**src/rtl/mult_scheduler_pkg.sv**
```systemverilog
// Shared types for the multiplier scheduler: FSM states, operand width and the
// latched request record.
package mult_pkg;

    localparam int MULT_WIDTH = 8;

    typedef enum logic [2:0] {
        CLR,
        IDLE,
        LOAD,
        ADD,
        SHIFT,
        CAPT,
        RESP
    } sched_state_e;

    // id is sized for the largest supported requester count (4)
    typedef struct packed {
        logic [MULT_WIDTH-1:0] mcand;
        logic [MULT_WIDTH-1:0] mplier;
        logic [1:0]            id;
    } mult_req_t;

endpackage

```
**src/rtl/mult_scheduler_arbiter.sv**
```systemverilog
// Round-robin arbiter: grants the first requester at or after the pointer and
// moves the pointer past the winner when the grant is consumed.
module rr_arbiter #(
    parameter int N = 2
) (
    input  logic         clk,
    input  logic         rst_n,
    input  logic [N-1:0] req,
    input  logic         advance,
    output logic [N-1:0] grant
);
    localparam int PW = (N > 1) ? $clog2(N) : 1;

    logic [PW-1:0] ptr_q;
    logic [PW-1:0] ptr_d;
    logic [PW-1:0] win;
    logic [PW-1:0] idx;
    logic          found;
    int unsigned   k;

    always_comb begin
        grant = '0;
        win   = ptr_q;
        found = 1'b0;
        k     = 0;
        idx   = '0;
        for (int unsigned i = 0; i < N; i++) begin
            k = 32'(ptr_q) + i;
            if (k >= N) k = k - N;
            idx = k[PW-1:0];
            if (!found && req[idx]) begin
                found = 1'b1;
                win   = idx;
            end
        end
        if (found) grant[win] = 1'b1;
        ptr_d = ptr_q;
        if (advance && found) ptr_d = (32'(win) == N - 1) ? '0 : win + 1'b1;
    end

    always_ff @(posedge clk or negedge rst_n) begin
        if (!rst_n) ptr_q <= '0;
        else        ptr_q <= ptr_d;
    end

endmodule

```
**src/rtl/mult_scheduler.sv**
```systemverilog
// Shares one signed add-shift multiplier datapath between NUM_REQ requesters:
// round-robin accept, sequence the datapath strobes, return the product.
module mult_scheduler
    import mult_pkg::*;
#(
    parameter int NUM_REQ = 2,
    parameter int WIDTH   = MULT_WIDTH
) (
    input  logic                       clk,
    input  logic                       reset,
    input  logic [NUM_REQ-1:0]         req_valid,
    output logic [NUM_REQ-1:0]         req_ready,
    input  logic [NUM_REQ*WIDTH-1:0]   req_mcand,
    input  logic [NUM_REQ*WIDTH-1:0]   req_mplier,
    output logic                       resp_valid,
    input  logic                       resp_ready,
    output logic [$clog2(NUM_REQ)-1:0] resp_id,
    output logic [2*WIDTH-1:0]         resp_product,
    output logic [WIDTH-1:0]           dp_S,
    output logic                       dp_clr_ld,
    output logic                       dp_clearA,
    output logic                       dp_add,
    output logic                       dp_sub,
    output logic                       dp_shift,
    output logic                       dp_reset_au,
    input  logic                       dp_m,
    input  logic [WIDTH-1:0]           dp_Aval,
    input  logic [WIDTH-1:0]           dp_Bval
);
    localparam int IDW = $clog2(NUM_REQ);
    localparam int CW  = $clog2(WIDTH) + 1;
    localparam logic [CW-1:0] LAST_BIT = CW'(WIDTH - 1);
    localparam logic [CW-1:0] ALL_BITS = CW'(WIDTH);

    sched_state_e       state_q, state_d;
    mult_req_t          req_q, req_d, sel;
    logic [CW-1:0]      count_q, count_d;
    logic [2*WIDTH-1:0] product_q, product_d;
    logic               reset_au_q, reset_au_d;
    logic [NUM_REQ-1:0] grant;
    logic               advance;

    rr_arbiter #(.N(NUM_REQ)) u_arb (
        .clk     (clk),
        .rst_n   (reset),
        .req     (req_valid),
        .advance (advance),
        .grant   (grant)
    );

    always_comb begin
        sel = '0;
        for (int unsigned i = 0; i < NUM_REQ; i++) begin
            if (grant[i]) begin
                sel.mcand  = req_mcand[i*WIDTH +: WIDTH];
                sel.mplier = req_mplier[i*WIDTH +: WIDTH];
                sel.id     = 2'(i);
            end
        end
        resp_id = '0;
        for (int unsigned i = 0; i < NUM_REQ; i++) begin
            if (req_q.id == 2'(i)) resp_id = IDW'(i);
        end
    end

    // The datapath clear is registered so it stays low while reset is held
    // and pulses in the first cycle after CLR.
    always_comb begin
        state_d    = state_q;
        req_d      = req_q;
        count_d    = count_q;
        product_d  = product_q;
        reset_au_d = (state_q == CLR);
        advance    = 1'b0;
        req_ready  = '0;
        resp_valid = 1'b0;
        dp_S       = '0;
        dp_clr_ld  = 1'b0;
        dp_clearA  = 1'b0;
        dp_add     = 1'b0;
        dp_sub     = 1'b0;
        dp_shift   = 1'b0;
        case (state_q)
            CLR:  state_d = IDLE;
            IDLE: begin
                req_ready = grant;
                if (|grant) begin
                    advance = 1'b1;
                    req_d   = sel;
                    state_d = LOAD;
                end
            end
            LOAD: begin
                dp_S      = req_q.mplier;
                dp_clr_ld = 1'b1;
                count_d   = '0;
                state_d   = ADD;
            end
            ADD: begin
                dp_S = req_q.mcand;
                // The multiplier's sign bit carries negative weight
                if (dp_m && count_q == LAST_BIT) dp_sub = 1'b1;
                else if (dp_m)                   dp_add = 1'b1;
                state_d = SHIFT;
            end
            SHIFT: begin
                dp_S     = req_q.mcand;
                dp_shift = 1'b1;
                count_d  = count_q + 1'b1;
                state_d  = (count_q + 1'b1 == ALL_BITS) ? CAPT : ADD;
            end
            CAPT: begin
                product_d = {dp_Aval, dp_Bval};
                state_d   = RESP;
            end
            RESP: begin
                resp_valid = 1'b1;
                if (resp_ready) begin
                    dp_clearA = 1'b1;
                    state_d   = IDLE;
                end
            end
            default: state_d = CLR;
        endcase
    end

    always_ff @(posedge clk or negedge reset) begin
        if (!reset) begin
            state_q    <= CLR;
            req_q      <= '0;
            count_q    <= '0;
            product_q  <= '0;
            reset_au_q <= 1'b0;
        end else begin
            state_q    <= state_d;
            req_q      <= req_d;
            count_q    <= count_d;
            product_q  <= product_d;
            reset_au_q <= reset_au_d;
        end
    end

    assign dp_reset_au  = reset_au_q;
    assign resp_product = product_q;

endmodule

```
**config.mk**
```make
export PLATFORM = sky130hd
export DESIGN_NAME = mult_scheduler
export DESIGN_NICKNAME = d
export VERILOG_FILES = /design/src/rtl/mult_scheduler_pkg.sv /design/src/rtl/mult_scheduler_arbiter.sv /design/src/rtl/mult_scheduler.sv
export SDC_FILE = /design/constraint.sdc
export NUM_CORES = 1
export LEC_CHECK = 0
export CORE_ASPECT_RATIO = 1.2
export CORE_MARGIN = 3
export CORE_UTILIZATION = 39
export CTS_BUF_LIST = sky130_fd_sc_hd__clkbuf_16
export CTS_CLUSTER_DIAMETER = 50
export DETAILED_ROUTE_END_ITERATION = 8
export PLACE_DENSITY = 0.74
export SYNTH_ARGS = -nofsm -noshare
export SYNTH_HDL_FRONTEND = slang
export SYNTH_SLANG_ARGS = --single-unit
```
**constraint.sdc**
```tcl
create_clock -name clk -period 3.6 [get_ports clk]
set_input_delay 1.08 -clock clk [delete_from_list [all_inputs] [get_ports clk]]
set_output_delay 1.08 -clock clk [all_outputs]
set_load 0.02 [all_outputs]
```
Yosys cells after proc, flatten, opt, wreduce, memory -nomap -nowiden. Index checks and enable logic that the tools add are counted.

Add/sub/neg operators: 5. Multipliers: 0. Divide/modulo/power cells: 0. Magnitude comparators: 6. Equality and inequality tests: 11. Shifts and indexed selects: 0. Muxes and demuxes: 36. Bitwise logic cells: 0. Reductions and logical operators: 11.

Operators by type and width (number): 2-to-1 mux 18 bit (2); 2-to-1 mux 1 bit (25); case mux 3 bit (7 select lines) (1); case mux 8 bit (2 select lines) (1); equality test 3 bit (second input constant) (3); 2-to-1 mux 3 bit (3); case mux 4 bit (2 select lines) (1); equality test 3 x 2 -> 1 bit (second input constant) (2); less-than comparator 1 x 2 -> 1 bit (second input constant) (3); adder 4 x 1 -> 4 bit (second input constant) (1); equality test 4 x 3 -> 1 bit (second input constant) (1); equality test 4 bit (second input constant) (1); logical AND 1 bit (4); 2-to-1 mux 2 bit (2); inequality test 2 bit (second input constant) (2); AND reduction 2 bit (2); OR reduction 2 bit (2); equality test 3 x 1 -> 1 bit (second input constant) (1); zero test 3 bit (1); adder 1 x 1 -> 2 bit (second input constant) (1); equality test 2 x 1 -> 1 bit (second input constant) (1); greater-or-equal comparator 1 x 2 -> 1 bit (second input constant) (1); greater-or-equal comparator 2 bit (second input constant) (1); nonzero test 2 bit (1); 5 further kinds (6).

Bits in registers: 43. Bits in latches: 0. Bits in writable memories: 0. ROM bits: 0. Bits of input ports: 54. Output and inout bits: 34. Word-level logic and storage cells: 77. Memories: 0.

Longest topological paths before layout.
Word-level depth: 17. Gate-level depth with buffers: 6.

Cells and area by module. From an unflattened synthesis, not the netlist that was laid out.

Cells, all modules: 194. Area, all modules: 2245.9 um^2.

Modules (own cells, without submodules): mult_scheduler (times used 1, cells an instance 188, area an instance 2190.9 um^2, sequential area each 1026.0 um^2); rr_arbiter (times used 1, cells an instance 6, area an instance 55.1 um^2, sequential area each 25.0 um^2).

Worst setup path after synthesis. OpenSTA, ideal clock, no wires.

Path type: input -> output. Start point: input port req_valid[1]. End point: output port req_ready[0]. Arrival: 2.014 ns. Required time: 2.520 ns. Setup slack: 0.506 ns. Stages on the path: 4. Buffers on the path: 2. Path through: clkbuf_1 -> a21bo_2 -> clkbuf_1 -> nor2_1.

Cells in the longest elaborated chain, start to end: 12. Elaborated cells between the ends (all ways): 17. Those cells by class: order compare (2); mux (12); reduce/logical (3).

RTL lines: from (decl) (RTL line mult_scheduler.sv:11) `input logic [NUM_REQ-1:0] req_valid,`; 2-to-1 mux 1 bit (not written as such) (2 in series) (RTL line mult_scheduler_arbiter.sv:31) `if (!found && req[idx]) begin`; 2-to-1 mux 1 bit (RTL line mult_scheduler_arbiter.sv:31); zero test 1 bit (RTL line mult_scheduler_arbiter.sv:31); logical AND 1 bit (RTL line mult_scheduler_arbiter.sv:31); 2-to-1 mux 1 bit (RTL line mult_scheduler_arbiter.sv:31); less-than comparator 1 x 2 -> 1 bit (not written as such) / greater-or-equal comparator 1 bit (equally long branches) (RTL line mult_scheduler_arbiter.sv:36) `if (found) grant[win] = 1'b1;`; logical AND 1 bit (not written as such) (RTL line mult_scheduler_arbiter.sv:36); 2-to-1 mux 1 bit (not written as such) (RTL line mult_scheduler_arbiter.sv:36); demux 1 bit (select 1 bit); 2-to-1 mux 2 bit (*) (RTL line mult_scheduler_arbiter.sv:36); 2-to-1 mux 2 bit (*) (RTL line mult_scheduler.sv:83) `case (state_q)`; to (decl) (RTL line mult_scheduler.sv:12) `output logic [NUM_REQ-1:0] req_ready,`.

Mark *: on every way between the ends. The rest lies on a longest branch, timed or not. The select of a mux whose other input is x is not followed.

Worst setup path in the final report.
Start point: input port req_valid[0]. End point: output port req_ready[0].

Same word-level chain as after synthesis.

==> qor.yml <==
status: "finished clean"
cpPeakStageDelay_ns: 0.58
reg2reg_depth: 3
min_to: "req_q[0]"
routedWlPerCell_microns: 15.5
fin_ws_ns: 0.125
synthTopCellsByArea: "dfrtp_1 49%, mux2_2 10%, a221o_1 5.6%"
final_nets: 343
ff_latch_area_sq_um: 1050
first_global_vias: 1777
dieArea_sq_um: 6460
clock_path_buffers: 2
synth_top_family_by_area: "compound AO/OA/AOI/OAI gates"
antenna_found_initial: 0
clkLatencyLatePin_ns: 0.28
critPathBufInv: 2
r2r-end: "resp_product[12]"
seq_area_frac_synth: 0.488
vias: 1867
grtUsageTotal: 0.171
placed_cell_area_sq_um: 3100
ys_top_cells_by_count: "42 x dfrtp_1, 20 x mux2_2, 15 x nor3_1"
layout-drive-gt1-share: 0.152
die_h_microns: 87.4
arrival_ns: 2.40
wl_mm: 5.44
hold_viol_final: 0
syn_inst: 198
synthMuxAreaShare: 0.146
worst-endpoint-required_ns: 2.52
tightestPinTransition_ns: 0.942
regToRegSetupSlack_ns: 1.73
dp_hpwl_mm: 3.86
multiInputGateArea_sq_um: 982
cts_hold_buf: 0
synth_compound_area_frac: 0.183
syn_area_sq_um: 2160
hold_path_startpoint: "req_q[0]"
crit_type: "input pin to output port"
rsz0062_at_grt: "false"
viasPerCell: 5.32
peakVddDrop_mv: 0.428
synthAdderAreaFrac: 0.00580
finalClockSkew_ns: 0.00594
async_flop_share: 1.00
start_util: 0.404
path_clk_slew_ns: 0.06
first_iter_violations: 113
dp_slack_ns: -0.149
synth_edf_count: 0
report.final.slew_viol_count: 0
synth_flop_cell: "dfrtp_1"
hp-class: "flip-flop to flip-flop"
synthXorXnorAreaFrac: 0
synth-simple-area-share: 0.121
hold_depth: 1
post-route-min-period_ns: 3.48
regToRegStartpoint: "state_q[0]"
ys_ff_latch: 42
finalSetupViolCount: 0
grt_max_degree: 43
n_fill_cell: 467
core_sq_um: 5330
min_period_over_period: 0.965
cts_buffers: 5
crit_family: "buffers and inverters"
yosysWarnings: 0
crit_path_top_delay_cell: "clkdlybuf4s50_1"
design_area_sq_um: 3300
maxSlewHeadroom: 0.372
cts_root_buf: "clkbuf_16"
crit_chain: "clkdlybuf4s50_1, a21bo_2, nor2_1, dlygate4sd2_1"
synthDominantCellAreaShare: 0.488
die_w_microns: 73.9
synth_nets: 253
cp_max_fo: 5
drc_errors: 0
yosys.area.top_type: "dfrtp_1"
max_freq_ghz: 0.288
p_leak_nw: 1.44
dp_cells: 343
h-tree-depth: 2
cts.sinks: 42
p_per_area_nw_per_um2: 851
grt_pass1_wl_mm: 8.48
start_kind: "input pin"
finalSetupTns_ns: 0
num_io_pins: 88
rows: 29
io_buffers: 87
antenna-diode-count: 0
drtPass1Iterations: 4
finalPower_w: 0.00281
end_kind: "output port"
max_cap_viol_count: 0
cts_tree: "built"
ant_nets: 0
gp_congestion: 0.780
area_growth_pct: 53.0
overflow: 0
yosysMostFrequentCell: "dfrtp_1"
syn_area_per_cell_sq_um: 10.9
ys_types: 38
finalNonFillerCells: 351
-- flip-flops by register name, summed over array words and instances, names as in the netlist --
signal	flops
dp_reset_au	1
req_q	17
count_q	4
resp_product	16
u_arb.ptr_q	1
state_q	3
-- layer usage --
| layer | routed length [microns] | vias up | global-route usage | part of all wire |
|---|---|---|---|---|
| met5 | 0 | - | 0 | 0 |
| met4 | 46 | 0 | 0.0593 | 0.0085 |
| met3 | 298 | 4 | 0.0450 | 0.055 |
| met2 | 2800 | 58 | 0.280 | 0.51 |
| met1 | 2290 | 900 | 0.215 | 0.42 |
| li1 | - | 905 | - | - |
-- cells in the final DEF (no fill, tap or decap), types with 5 or more instances in the layout --
| cell | instances |
|---|---|
| clkdlybuf4s50_1 | 83 |
| dfrtp_1 | 42 |
| mux2_2 | 20 |
| nor3_1 | 15 |
| inv_1 | 14 |
| o21ai_0 | 14 |
| nand2_1 | 12 |
| a221o_1 | 12 |
| buf_4 | 10 |
| mux2i_1 | 9 |
| clkbuf_16 | 5 |
-- cells by family (layout without fill, tap and decap cells) --
family | Yosys count | after routing
flip-flops | 42 | 42
adder cells (fa/ha/maj) | 1 | 1
multiplexers | 29 | 29
AND/OR/NAND/NOR | 48 | 48
buffers and inverters | 28 | 119
AO/OA/AOI/OAI | 50 | 50
-- report_power, final --
| part | internal (W) | total, W | leakage, nW | switching, W |
|---|---|---|---|---|
| Sequential | 0.000697 | 0.000840 | 0.515 | 0.000144 |
| Clock | 0.000398 | 0.000585 | 0.0940 | 0.000186 |
| Combinational | 0.000720 | 0.00138 | 0.829 | 0.000664 |
-- worst max-delay path by stage --
stage | endpoint | start | cells past startpoint | slack [ns]
final | req_ready[0] | req_valid[0] | 4 | 0.12
after global routing | req_ready[0] | req_valid[0] | 4 | 0.05
after CTS | dp_sub | dp_m | 4 | 0.07
after detailed placement | req_ready[0] | req_valid[0] | 4 | -0.15
after global placement | req_ready[0] | req_valid[0] | 4 | -0.14
after floorplan | req_ready[0] | req_valid[1] | 4 | 0.51
-- through the flow --
| stage | hold slack, ns | util |
|---|---|---|
| 2_1_floorplan | 0.478 | - |
| 3_3_place_gp | 0.464 | 0.582 |
| 3_5_place_dp | 0.466 | 0.582 |
| 4_1_cts | 0.479 | 0.618 |
| 5_1_grt | 0.511 | 0.618 |
| 6_report | 0.477 | 0.618 |
-- layout make-up --
type                    count  area share
flip-flops and latches     42       0.319
multi-input cells         128       0.298
inverters                  14      0.0159
clock buffers               5      0.0379
well taps                  62      0.0235
clock inverters             3      0.0209
repair buffers             97       0.285
-- timing repair --
item                                    CTS  global route
resized for setup                         2             1
setup buffers                             0             0
endpoints found under the setup margin    2             1
(Power assumes the default switching activity.)
